`src/rtl/vector_exec_sequencer.sv`:
```
// Issue-side sequencer for the vector lanes: accepts one op per cycle, reserves a
// writeback slot in a pending pipeline so at most one operation completes per cycle.
module vector_exec_sequencer #(
  parameter int REGISTER_NUMBERS = 32,
  parameter int SIMPLE_LATENCY   = 1,
  parameter int MUL_LATENCY      = 4
) (
  input  logic                                clk,
  input  logic                                rst_n,
  input  logic                                issue_valid,
  input  logic                                issue_mul,
  input  logic [$clog2(REGISTER_NUMBERS)-1:0] issue_dest,
  output logic                                issue_ready,
  input  logic                                flush,
  output logic                                exec_start,
  output logic                                exec_mul,
  output logic [$clog2(REGISTER_NUMBERS)-1:0] exec_dest,
  output logic                                operation_done,
  output logic [$clog2(REGISTER_NUMBERS)-1:0] alu_dest,
  output logic                                busy
);

  localparam int DW = $clog2(REGISTER_NUMBERS);

  typedef enum logic {IDLE, MUL_BUSY} state_t;

  state_t        state, state_next;
  logic [3:0]    mul_cnt, mul_cnt_next;
  logic          pend_v    [MUL_LATENCY];
  logic [DW-1:0] pend_dest [MUL_LATENCY];
  logic          accept;
  logic          any_pend;

  // A simple op lands in pend[SIMPLE_LATENCY-1], which is fed by pend[SIMPLE_LATENCY] on the shift.
  assign issue_ready = !flush && (issue_mul ? (state == IDLE) : !pend_v[SIMPLE_LATENCY]);
  assign accept      = issue_valid && issue_ready;

  assign exec_start  = accept;
  assign exec_mul    = issue_mul;
  assign exec_dest   = issue_dest;

  assign operation_done = pend_v[0];
  assign alu_dest       = pend_v[0] ? pend_dest[0] : '0;

  always_comb begin
    any_pend = 1'b0;
    for (int i = 0; i < MUL_LATENCY; i++) any_pend = any_pend | pend_v[i];
  end

  assign busy = any_pend || (state != IDLE);

  always_ff @(posedge clk or negedge rst_n) begin
    if (!rst_n) begin
      for (int i = 0; i < MUL_LATENCY; i++) begin
        pend_v[i]    <= 1'b0;
        pend_dest[i] <= '0;
      end
    end else if (flush) begin
      for (int i = 0; i < MUL_LATENCY; i++) begin
        pend_v[i]    <= 1'b0;
        pend_dest[i] <= '0;
      end
    end else begin
      for (int i = 0; i < MUL_LATENCY - 1; i++) begin
        pend_v[i]    <= pend_v[i+1];
        pend_dest[i] <= pend_dest[i+1];
      end
      pend_v[MUL_LATENCY-1]    <= 1'b0;
      pend_dest[MUL_LATENCY-1] <= '0;
      // The accepted op overrides whatever the shift would have placed in its slot.
      if (accept) begin
        if (issue_mul) begin
          pend_v[MUL_LATENCY-1]    <= 1'b1;
          pend_dest[MUL_LATENCY-1] <= issue_dest;
        end else begin
          pend_v[SIMPLE_LATENCY-1]    <= 1'b1;
          pend_dest[SIMPLE_LATENCY-1] <= issue_dest;
        end
      end
    end
  end

  always_ff @(posedge clk or negedge rst_n) begin
    if (!rst_n) begin
      state   <= IDLE;
      mul_cnt <= '0;
    end else begin
      state   <= state_next;
      mul_cnt <= mul_cnt_next;
    end
  end

  // Multiplier occupancy: frees up in time for the next multiply to issue as the previous one completes.
  always_comb begin
    state_next   = state;
    mul_cnt_next = mul_cnt;
    if (flush) begin
      state_next   = IDLE;
      mul_cnt_next = '0;
    end else begin
      case (state)
        IDLE: begin
          if (accept && issue_mul) begin
            state_next   = MUL_BUSY;
            mul_cnt_next = 4'd1;
          end
        end
        MUL_BUSY: begin
          if (mul_cnt == 4'(MUL_LATENCY - 1)) begin
            state_next   = IDLE;
            mul_cnt_next = '0;
          end else begin
            mul_cnt_next = mul_cnt + 4'd1;
          end
        end
      endcase
    end
  end

endmodule

```
`config.mk`:
```
export PLATFORM = sky130hd
export DESIGN_NAME = vector_exec_sequencer
export DESIGN_NICKNAME = d
export VERILOG_FILES = /design/src/rtl/vector_exec_sequencer.sv
export SDC_FILE = /design/constraint.sdc
export NUM_CORES = 1
export LEC_CHECK = 0
export BUFFER_PORTS_ARGS = -buffer_cell sky130_fd_sc_hd__buf_2
export CORE_MARGIN = 4
export CORE_UTILIZATION = 55
export CTS_BUF_LIST = sky130_fd_sc_hd__clkbuf_4 sky130_fd_sc_hd__clkbuf_8 sky130_fd_sc_hd__clkbuf_16
export DETAILED_ROUTE_END_ITERATION = 10
export HOLD_SLACK_MARGIN = 0.15
export PLACE_DENSITY = 0.8
export SYNTH_ARGS = -nofsm -noshare
export SYNTH_HDL_FRONTEND = slang
export SYNTH_SLANG_ARGS = --single-unit
```
`constraint.sdc`:
```
create_clock -name clk -period 2.8 [get_ports clk]
set_clock_uncertainty 0.2 [all_clocks]
set_input_delay 0 -clock clk [delete_from_list [all_inputs] [get_ports clk]]
set_output_delay 0 -clock clk [all_outputs]
set_load 0.02 [all_outputs]
```
==> results.cfg <==
[placed_design]
dp_hpwl_mm = 1.39
place_area_sq_um = 1290
io_buffers = 24
gp_congestion = 0.803
place_inst = 142

[synthesis]
synthArstFlopShare = 1.00
synth_area_leaders = dfrtp_1 (60%), nor2b_1 (6.7%), and2_1 (5.7%)
ys_warn_count = 0
synth_top_cell_by_area = dfrtp_1
synth_top_cells_by_count = dfrtp_1 (29), nor2b_1 (13), and2_1 (11), nor2_1 (9), buf_4 (6)
syn_area_per_cell_sq_um = 11.9
synth_cell_types = 25
ys.flop_type = dfrtp_1
synth_top_area_share = 0.602
netlist_area_sq_um = 1200
ys_seq_area_frac = 0.602
yosysMostFrequentCell = dfrtp_1
synth_seq_cells = 29
synthesis.nets = 112
postSynthCellCount = 101
synth_edf_count = 0

[global_routing]
antenna_found_initial = 0
gr-total-overflow = 0
grt_start_max_net_pins = 30
grt_pass1_vias = 859
groute.usage.overall = 0.194
grt_first_pass_wirelength_mm = 3.89

[outcome]
status = finished, final reports clean

[clock_network]
cts_buffer_depth = 2
cts_sinks = 29
cts_tree = built
hold_buffers = 17
cts_buffers = 5
clk_pin_slew_worst_paths_ps = 80
cts-resized-gates = 0
root_buffer = clkbuf_4
cts_max_level = 2
post_cts_buffers = 0
clock_latency_ps = 320

[timing]
rsz0062_at_grt = false
relSlewSlack = 0.672
fin_setup_tns_ps = 0
hold_viol = 0
clock.fmax_mhz = 430
maxSlewViolCount = 0
min_period_over_period = 0.830
fin_crit_ps = 2320
worstMarginPinSlew_ps = 492
finalSetupViolations = 0

[worst_setup_path]
startpoint_type = input port
worstPathCellList = dlygate4sd3_1 -> buf_2 -> nor4b_4 -> dlygate4sd3_1 -> mux2i_1 -> nor2_1
worstPathRequired_ps = 2780
crit_fanout = 28
crit_start = flush
worst-path-buf-inv = 3
r2r-start = pend_v[2]
crit_type = input port to flop
arrival_ps = 2310
cpMaxStageDelayCell = dlygate4sd3_1
max_stage_delay_ps = 790
crit_top_cell = dlygate4sd3_1
crit_family = buffers and inverters
endpoint_kind = flop

[min_path]
worst_hold_path_type = flop to flop
hp-start = pend_dest[9]

[run]
maxCapViolCount = 0

[cells_and_area]
drive_gt1_frac = 0.245
diodes = 0
design_area_sq_um = 1530
finalNonFillerCells = 166
nets = 150
synthToLayoutAreaGrowth_pct = 27.0

[drt]
first_pass_iters = 4
ant_nets = 0
via_count = 859
drc_errors = 0
vias_per_cell = 5.17
post_drt_wl_per_cell_um = 14.0
drt-total-wl_mm = 2.32
drtIter0Drc = 22

[die]
die_w_um = 54.8
ioPinCount = 25
core_area_sq_um = 2020
die-area_sq_um = 3000
die_h_um = 54.8
start_util = 0.596
num_rows = 16

[power_and_ir_drop]
power_leakage_nw = 0.773
p_per_area_nw_per_um2 = 514
vdd_drop_max_v = 0.000492
[state kept, by name, summed over array words and instances (netlist names)]
register,cells
state,1
mul_cnt,4
pend_dest,20
operation_done,1
pend_v,3
[cell usage in the layout, fill, tap and decap left out, drive strengths merged]
master,instances
nand2,2
nand2b,1
nor2,9
o31ai,1
nand3,2
a211oi,1
nand3b,3
o211ai,1
clkbuf,7
or3b,1
nand4b,2
inv,1
buf,25
nor4b,1
a31oi,1
a21oi,1
ha,1
mux2i,5
and2,11
o21ai,3
nor3,1
nand4bb,1
nor2b,13
dfrtp,29
dlygate4sd3,16
[stage by stage]
step	total power [W]	util	hold slack [ps]	worst slack, ps
after floorplan	0.000491	-	-496	1100
after global placement	0.000514	0.639	-151	1220
after detailed placement	0.000516	0.639	-147	1220
after CTS	0.000790	0.757	280	535
after global routing	0.000822	0.757	292	421
final	0.000786	0.757	275	476
[report_power, final]
group	switching, W	internal, W	total [W]
Sequential	0.00000850	0.000429	0.000437
Clock	0.000133	0.000128	0.000261
Combinational	0.0000483	0.0000397	0.0000880
[logic make-up (layout without fill, tap and decap cells)]
group,after synthesis,in the layout,synth area share
fa+ha+maj,1,1,0.0104
mux,5,5,0.0415
compound gates,8,8,0.0405
simple gates,47,47,0.246
flops,29,29,0.602
buf+inv,11,49,0.0592
[layout make-up]
class | count | area (sq um)
clock buffer | 7 | 58.8
fill | 146 | 492
inverter | 1 | 3.75
multi-input combinational | 61 | 408
sequential | 29 | 726
tap | 27 | 33.8
timing repair buffer | 41 | 300
[worst paths after layout]
kind | endpoint | slack, ps | cells past startpoint
setup / recovery | pend_dest[19] | 480 | 6
hold / removal | pend_dest[14] | 280 | 1
setup reg to reg | pend_dest[19] | 650 | 4
hold reg to reg | pend_dest[14] | 280 | 1
max in group asynchronous | pend_dest[4] | 1750 | 4
min in group asynchronous | pend_v[2] | 490 | 4
[routing by layer]
metal  vias to the layer above  global-route usage  wire, um
li1                        405                   -         -
met1                       417               0.232       976
met2                        29               0.313      1160
met3                         8              0.0599       143
met4                         0              0.0996        41
met5                         -                   0         0
No activity file was read; power rests on OpenSTA's default activity.
